`config.mk`:
```
export PLATFORM = sky130hd
export DESIGN_NAME = dpram_fifo_ctrl
export DESIGN_NICKNAME = d
export VERILOG_FILES = /design/src/rtl/dpram_fifo_ctrl.sv
export SDC_FILE = /design/constraint.sdc
export NUM_CORES = 1
export LEC_CHECK = 0
export CORE_MARGIN = 8
export CORE_UTILIZATION = 48
export DETAILED_ROUTE_END_ITERATION = 10
export GPL_ROUTABILITY_DRIVEN = 0
export PLACE_DENSITY = 0.8
export SKIP_LAST_GASP = 1
export SYNTH_ARGS = -nofsm -noshare
export SYNTH_HDL_FRONTEND = slang
export SYNTH_SLANG_ARGS = --single-unit
```
`constraint.sdc`:
```
create_clock -name clk_i -period 5.6 [get_ports clk_i]
set_clock_uncertainty 0.05 [all_clocks]
set_input_delay 1.12 -clock clk_i [delete_from_list [all_inputs] [get_ports clk_i]]
set_output_delay 1.12 -clock clk_i [all_outputs]
set_load 0.05 [all_outputs]
```
`src/rtl/dpram_fifo_ctrl.sv`:
```
// ---------------------------------------------------------------------------
// dpram_fifo_ctrl
//
// Synchronous FIFO controller wrapped around a 32x32 two-port fakeram macro
// (port A = read, port B = write, both enables active-low). The macro's
// 1-cycle read latency is hidden behind a 2-entry output skid buffer. Its
// "QA is garbage while CENB is low" quirk is hidden behind a 1-entry write
// holding buffer (wbuf). That buffer is only drained in cycles that are not
// read-capture cycles.
//
// Ports:
//   clk_i        single clock, also feeds the macro CLKA/CLKB
//   reset_i      synchronous, active-high reset
//   v_i/data_i   enqueue valid/data; transfer when v_i & ready_o
//   ready_o      enqueue ready
//   v_o/data_o   dequeue valid / head data
//   yumi_i       dequeue accept (ignored when v_o=0)
//   ram_cena_o   macro CENA (active-low read enable)
//   ram_aa_o     macro AA (read address)
//   ram_qa_i     macro QA (read data, one cycle after CENA low)
//   ram_cenb_o   macro CENB (active-low write enable)
//   ram_ab_o     macro AB (write address)
//   ram_db_o     macro DB (write data)
//   count_o      (only with DPRAM_FIFO_COUNT_EN) registered total occupancy
//
// Optional build macro: DPRAM_FIFO_COUNT_EN adds count_o.
// ---------------------------------------------------------------------------
module dpram_fifo_ctrl #(
  parameter int WIDTH  = 32,
  parameter int DEPTH  = 32,
  parameter int ADDR_W = 5
) (
  input  logic              clk_i,
  input  logic              reset_i,
  input  logic              v_i,
  input  logic [WIDTH-1:0]  data_i,
  output logic              ready_o,
  output logic              v_o,
  output logic [WIDTH-1:0]  data_o,
  input  logic              yumi_i,
  output logic              ram_cena_o,
  output logic [ADDR_W-1:0] ram_aa_o,
  input  logic [WIDTH-1:0]  ram_qa_i,
  output logic              ram_cenb_o,
  output logic [ADDR_W-1:0] ram_ab_o,
`ifdef DPRAM_FIFO_COUNT_EN
  output logic [WIDTH-1:0]  ram_db_o,
  output logic [ADDR_W+2:0] count_o
`else
  output logic [WIDTH-1:0]  ram_db_o
`endif
);

  localparam logic [ADDR_W:0]   PTR_ONE = (ADDR_W+1)'(1);
  localparam logic [ADDR_W+1:0] DEPTH_W = (ADDR_W+2)'(DEPTH);

  // RAM pointers carry an extra wrap bit so full and empty differ.
  logic [ADDR_W:0]   wr_ptr;
  logic [ADDR_W:0]   rd_ptr;
  logic [ADDR_W:0]   ram_used;
  logic [ADDR_W+1:0] ram_pending;

  logic              wbuf_v;
  logic [WIDTH-1:0]  wbuf_q;

  logic              rd_inflight;

  logic [WIDTH-1:0]  obuf_mem [2];
  logic              obuf_head;
  logic              obuf_tail;
  logic [1:0]        obuf_cnt;
  logic [2:0]        obuf_occ;
  logic [2:0]        obuf_lim;

  logic              enq;
  logic              drain;
  logic              issue;
  logic              push;
  logic              pop;

  assign ram_used    = wr_ptr - rd_ptr;
  assign ram_pending = {1'b0, ram_used} + {{(ADDR_W+1){1'b0}}, wbuf_v};

  // Enqueue is refused while wbuf is stuck behind a capture cycle, because
  // wbuf cannot drain in that cycle and has only one slot.
  assign ready_o = ~reset_i & (~wbuf_v | ~rd_inflight) & (ram_pending < DEPTH_W);
  assign enq     = v_i & ready_o;

  assign v_o    = ~reset_i & (obuf_cnt != 2'd0);
  assign pop    = yumi_i & v_o;
  assign data_o = v_o ? obuf_mem[obuf_head] : '0;

  // Writes never share a cycle with a read capture: QA is corrupt while CENB
  // is low.
  assign drain = ~reset_i & wbuf_v & ~rd_inflight;

  // A read may issue only if the obuf has room for it once the word already
  // in flight lands, counting a pop happening this cycle. Reads are held off
  // while wbuf waits behind a capture, so wbuf drains within 2 cycles.
  assign obuf_occ = {1'b0, obuf_cnt} + {2'b00, rd_inflight};
  assign obuf_lim = 3'd2 + {2'b00, pop};
  assign issue    = ~reset_i & (ram_used != '0) & (obuf_occ < obuf_lim)
                    & ~(wbuf_v & rd_inflight);

  assign push      = rd_inflight;
  assign obuf_tail = obuf_head ^ (obuf_cnt == 2'd1);

  assign ram_cenb_o = ~drain;
  assign ram_ab_o   = drain ? wr_ptr[ADDR_W-1:0] : '0;
  assign ram_db_o   = drain ? wbuf_q : '0;

  assign ram_cena_o = ~issue;
  assign ram_aa_o   = issue ? rd_ptr[ADDR_W-1:0] : '0;

  always_ff @(posedge clk_i) begin
    if (reset_i) begin
      wr_ptr      <= '0;
      rd_ptr      <= '0;
      wbuf_v      <= 1'b0;
      wbuf_q      <= '0;
      rd_inflight <= 1'b0;
      obuf_head   <= 1'b0;
      obuf_cnt    <= 2'd0;
    end else begin
      if (drain) wr_ptr <= wr_ptr + PTR_ONE;
      if (issue) rd_ptr <= rd_ptr + PTR_ONE;

      // A new word can load in the same cycle the old one drains.
      if (enq) begin
        wbuf_v <= 1'b1;
        wbuf_q <= data_i;
      end else if (drain) begin
        wbuf_v <= 1'b0;
      end

      rd_inflight <= issue;

      if (pop) obuf_head <= ~obuf_head;

      case ({push, pop})
        2'b10:   obuf_cnt <= obuf_cnt + 2'd1;
        2'b01:   obuf_cnt <= obuf_cnt - 2'd1;
        default: obuf_cnt <= obuf_cnt;
      endcase
    end
  end

  // Capture storage needs no reset: obuf_cnt decides which entries are live.
  always_ff @(posedge clk_i) begin
    if (!reset_i && push) obuf_mem[obuf_tail] <= ram_qa_i;
  end

`ifdef DPRAM_FIFO_COUNT_EN
  // Tracks every word held anywhere (wbuf, RAM, in flight, obuf). Only
  // accepted enqueues and pops change it.
  logic [ADDR_W+2:0] count_q;

  always_ff @(posedge clk_i) begin
    if (reset_i) begin
      count_q <= '0;
    end else begin
      count_q <= count_q + {{(ADDR_W+2){1'b0}}, enq} - {{(ADDR_W+2){1'b0}}, pop};
    end
  end

  assign count_o = count_q;
`endif

endmodule

```
==> results.md, run 1 <==
- First-pass GRT wire length: 20.3 mm
- Final Slew Violations: 0
- Setup bufs post-CTS: 0
- Async S/R FF share, synth: 0
- Startpoint Class: flip-flop
- Nets: 683
- Initial antenna violation count: 0
- # hold bufs at CTS: 0
- Die Width: roughly 120 um
- Post-DP HPWL: 8.68 mm
- Post-synthesis instance total: 463
- Synth unique cells: 47
- MaxCap Viol Count: 0
- Post-synth EDFFs: 64
- Post-place setup slack: between 1000 and 1500 ps
- Setup tns final: 0 ps
- Worst skew pair latency: between 500 and 600 ps
- Post-CTS resize count: 0
- Most frequent cells in the layout: 142 x clkdlybuf4s50_1, 64 x edfxtp_1, 49 x dfxtp_1, 47 x nor2_1, 39 x and2_1
- CTS clk-pin slew, worst paths: 60 ps
- Hold Crit Class: flip-flop to flip-flop
- Synth Cell Area: between 5000 and 6000 sq um
- Drt wl/cell: approximately 17 um
- Initial DRC count: around 270
- Initial Util: 0.495
- Synthesized Nets: 544
- Global route hottest layer: met2
- Launch point of the worst reg-to-reg path: rd_ptr[0]
- Worst setup margin: 770 ps
- Synth warn: 0
- Core area: 10300 sq um
- Fin crit share: 0.863
- Critical Path RT: roughly 4400 ps
- Top_reg_cell synth: edfxtp_1
- Design Area, Final: 7220 sq um
- Pre-Repair DR Iteration Count: 4
- Drc violations: 0
- Syn Area/Cell: 11.0 sq um
- Port buffer count: 145
- Pwr Density: 435 nW/um^2
- Io pins: roughly 150
- Area Growth Syn to Fin: 41.4%
- Congestion Overflow GR: 0
- Final setup vio count: 0
- Inserted Clock Buffers: 17
- Final Hold Viols: 0
- Largest net degree at the start of global routing: 56
- Fill cells: 774
- # rows: 37
- Hold Startpoint: wbuf_q[10]
- Die height: 119 um
- Vias: around 4.0k
- Commonest non-fill, non-tap cell in the layout: clkdlybuf4s50_1
- Mean number of vias per cell: 5.30
- Critical path class: flip-flop to primary output
- GRT met2 Usage: 0.282
- Fin crit period: around 4800 ps
- Slew @ Worst Pin: 1160 ps
- Max VDD drop: 0.277 mV
- Overall Power: 3.14 mW
- Vias in the first global route: 4020
- CTS tree: done
- Worst Path Max Fanout: 11
- Post-synthesis sequential area ratio: 0.572
- Layout cells sized above 1: 0.0959
- Final core occ: 0.700
- Sink Count: 114
- DRT antenna net count: 0
- CTS H-tree lvls: 4
- Status: finished, final reports clean
- Ant diodes: 0
- CP Data Arrival Time: 3660 ps
- CP Launch Point: rd_ptr[0]
- Global routing usage on met3: 0.0746
- Max Clock Freq: 0.207 GHz
- Worst slew margin: 0.225
- Final wirelength: 12.8 mm
- Met1 GRT Util: 0.214
- DIE AREA: 14200 sq um
- Endpoint class of the critical path: primary output
- Placed cell area: approximately 6600 sq um
- CTS max path bufs: 2
- CTS root buf: clkbuf_8
- Leakage: between 2 and 3 nW
- RSZ-0062 raised after global routing: no
- FF+latch count, synth: approximately 110
- Total GRT Usage: 0.176
[cells by family after synthesis]
group	share of synthesized area
and+or+nand+nor	0.169
DFF	0.572
AOI/OAI and AO/OA	0.0892
buffers and inverters	0.0399
muxes	0.0747
adders and majority gates	0.0333
xor gates and xnor gates	0.0221
[critical path: stages, from the launching register on]
cell	delay, ps
dfxtp_1	480
ha_1	240
inv_1	60
fa_1	400
xor2_1	180
nor3b_1	190
o21ai_0	180
nor4b_4	550
nor3_1	120
clkdlybuf4s50_1	750
[cells in the mapped netlist (5+ instances only)]
master    instances  area, sq um
a21oi_1          37          185
and2_1           39          244
buf_1             6         22.5
buf_2             5         25.0
clkbuf_1         14         52.6
dfxtp_1          50         1000
edfxtp_1         64         1920
ha_1             12          150
inv_1            12         45.0
mux2i_1          34          340
nand2_1           5         18.8
nand3_1          37          185
nor2_1           47          176
nor3_1            8         40.0
o21ai_0           6         30.0
o21ai_1          30          150
xor2_1            8         70.1
[power breakdown]
group          leakage (nW)  switching (mW)  total [mW]  internal, mW
sequential            0.991          0.0724        1.09          1.02
clock                 0.286           0.391        1.07         0.682
combinational          1.23           0.635       0.983         0.348
[path summary, 6_finish.rpt]
| kind | end | slack (ps) | depth (start not counted) |
|---|---|---|---|
| max | ram_aa_o[1] | 770 | 9 |
| min | wbuf_q[10] | 420 | 2 |
| max reg2reg | wbuf_q[1] | 2390 | 9 |
| min reg2reg | wbuf_q[10] | 420 | 2 |
[sequential cells by signal (all words and copies together) (netlist names), named ones only]
register   cells
wbuf_v         1
push           1
obuf_cnt       2
obuf_mem      64
wbuf_q        32
wr_ptr         6
rd_ptr         6
obuf_head      1
[per-stage QoR]
stage,hold slack (ps),instances
floorplan,399,463
global placement,411,719
detailed placement,417,719
CTS,425,751
global route,445,751
finish,423,751
[per-layer routing]
layer / part of all wire / vias to the layer above / routed length (um)
met4: 0.0096 / 0 / 123
li1: - / 1913 / -
met1: 0.44 / 1908 / 5560
met5: 0 / - / 0
met2: 0.47 / 145 / 5980
met3: 0.087 / 11 / 1110
[layout make-up]
type,instances,area (sq um),area share
clock buffers,17,414,0.0573
clock inverters,15,181,0.0251
inverters,14,52.6,0.00728
multi-input cells,304,1990,0.276
flip-flops and latches,114,2920,0.405
well taps,136,170,0.0236
repair buffers,151,1490,0.206
Power figures use the tool's default switching activity.
==> inputs of run 2 (changes only) <==
Settings changed: CORE_MARGIN 8 to not set, CORE_UTILIZATION 48 to 25, PLACE_DENSITY 0.8 to 0.58.
==> results.md, run 2 (synthesis gave the netlist of run 1 again) <==
- Most flops, register: obuf_mem
- CP Data Arrival Time: 3410 ps (-250 ps)
- CTS max path bufs: 2 (unchanged)
- Final Hold Viols: 0 (unchanged)
- R2R depth: 9 (unchanged)
- Top Registers: obuf_mem x64, wbuf_q x32
- Initial DRC count: 133 (-51%)
- Drt wl/cell: 14.8 um (-13%)
- Hold Path Depth: 2 (unchanged)
- CTS root buf: clkbuf_16
- CTS tree: done
- Die height: 145 um (+22%)
- Pre-Repair DR Iteration Count: 4 (unchanged)
- # rows: 51 (+38%)
- Drc violations: 0 (unchanged)
- Fin crit period: 4580 ps (-246 ps)
- Vias: 3941 (-0.91%)
- Nets: 683 (unchanged)
- Critical path class: flip-flop to primary output
- Initial Util: 0.259 (-0.236)
- CTS H-tree lvls: 4 (unchanged)
- Inserted Clock Buffers: 17 (unchanged)
- R2R Setup Slk: 2380 ps (about the same)
- First-pass GRT wire length: 21.0 mm (+3.8%)
- Initial antenna violation count: 0 (unchanged)
- Leakage: 2.52 nW (+0.38%)
- Commonest non-fill, non-tap cell in the layout: clkdlybuf4s50_1
- Post-DP HPWL: 8.62 mm (-0.71%)
- RSZ-0062 raised after global routing: no
- Ant diodes: 0 (unchanged)
- Die Width: 145 um (+22%)
- Status: finished, final reports clean
- Startpoint Class: flip-flop
- Worst setup margin: 1020 ps (+246 ps)
- Fin crit share: 0.819 (-0.0439)
- Worst skew pair latency: 410 ps (-100 ps)
- Max Clock Freq: 0.218 GHz (+5.4%)
- Post-CTS resize count: 0 (unchanged)
- Layout cells sized above 1: 0.104 (+0.00830)
- CTS clk-pin slew, worst paths: 60 ps (about the same)
- Hold Crit Class: flip-flop to flip-flop
- # hold bufs at CTS: 0 (unchanged)
- Most frequent cells in the layout: 138 x clkdlybuf4s50_1, 64 x edfxtp_1, 49 x dfxtp_1, 47 x nor2_1, 39 x and2_1
- Final wirelength: 13.0 mm (+1.6%)
- Sink Count: 114 (unchanged)
- Port buffer count: 145 (unchanged)
- Slew @ Worst Pin: 1330 ps (+169 ps)
- Max VDD drop: 0.206 mV (-26%)
- Critical Path RT: 4430 ps (about the same)
- Endpoint class of the critical path: primary output
- Final Slew Violations: 0 (unchanged)
- MaxCap Viol Count: 0 (unchanged)
- Worst slew margin: 0.112 (-0.113)
- Number of flip-flops in the largest register: 64 (unchanged)
- Area Growth Syn to Fin: 44.8%
- DRT antenna net count: 0 (unchanged)
- Post-place setup slack: 1210 ps (+180 ps)
- Mean number of vias per cell: 4.48 (-15%)
- Final setup vio count: 0 (unchanged)
- CP Launch Point: rd_ptr[2]
- Hold Startpoint: wbuf_q[19]
- Worst Path Max Fanout: 34 (+23)
- Core area: 19700 sq um (+91%)
- Largest net degree at the start of global routing: 53 (-5.4%)
- Total GRT Usage: 0.129 (-0.0474)
- Setup bufs post-CTS: 0 (unchanged)
- Io pins: 146 (unchanged)
- Congestion Overflow GR: 0 (unchanged)
- Setup tns final: 0 ps (unchanged)
- Launch point of the worst reg-to-reg path: rd_ptr[0]
- Vias in the first global route: 4022 (+0.050%)
- DIE AREA: 21000 sq um (+48%)
- Pwr Density: 432 nW/um^2 (-0.85%)
==> run 2: cell count changes in the layout (fill, tap and decap cells not counted) <==
cell and delta:
clkinv_2 -1, clkinv_4 +1, clkinv_1 -2, buf_12 +1, buf_4 +3, clkdlybuf4s50_1 -4
clkbuf_8 -1, clkbuf_16 +1, inv_8 -1, clkinvlp_4 +2
==> run 2: worst max-delay path: stages (launching register included) <==
cell,delay [ps]
dfxtp_1,380
inv_1,100
ha_1,230
or2_1,260
o221ai_1,260
o21ai_2,170
nor3_4,190
buf_4,380
o21a_1,180
clkdlybuf4s50_1,830
==> run 2: final cells by class <==
class | count | area, sq um
repair buffers | 151 | 1490
fillers | 1938 | 12300
inverters | 14 | 52.6
clock inverters | 14 | 181
well taps | 265 | 332
flip-flops and latches | 114 | 2920
clock buffers | 17 | 425
multi-input cells | 304 | 1990
==> run 2: where the power goes <==
part	internal (mW)	leakage (nW)	switching (mW)
clock network	0.703	0.283	0.401
registers	1.02	0.991	0.0715
logic	0.357	1.25	0.645
==> run 2: metrics by stage <==
step	instance area [sq um]	total power, mW	cells	utilization	hold slack, ps
finish	7400	3.19	879	0.375	428
global route	7400	3.36	879	0.375	450
CTS	7400	3.24	879	0.375	431
detailed placement	6790	2.12	848	0.344	419
global placement	6790	2.09	848	0.344	413
floorplan	5110	1.78	463	-	399
==> run 2: metal layers <==
layer / GRT usage / part of all wire / up-vias
met5: 0 / 0 / -
met4: 0.0431 / 0.0099 / 0
met3: 0.0497 / 0.072 / 8
met2: 0.209 / 0.46 / 139
met1: 0.155 / 0.46 / 1882
li1: - / - / 1912
==> run 2: path summary, 6_finish.rpt <==
kind	end
setup / recovery	ready_o
hold / removal	wbuf_q[19]
setup reg to reg	wbuf_q[21]
hold reg to reg	wbuf_q[19]
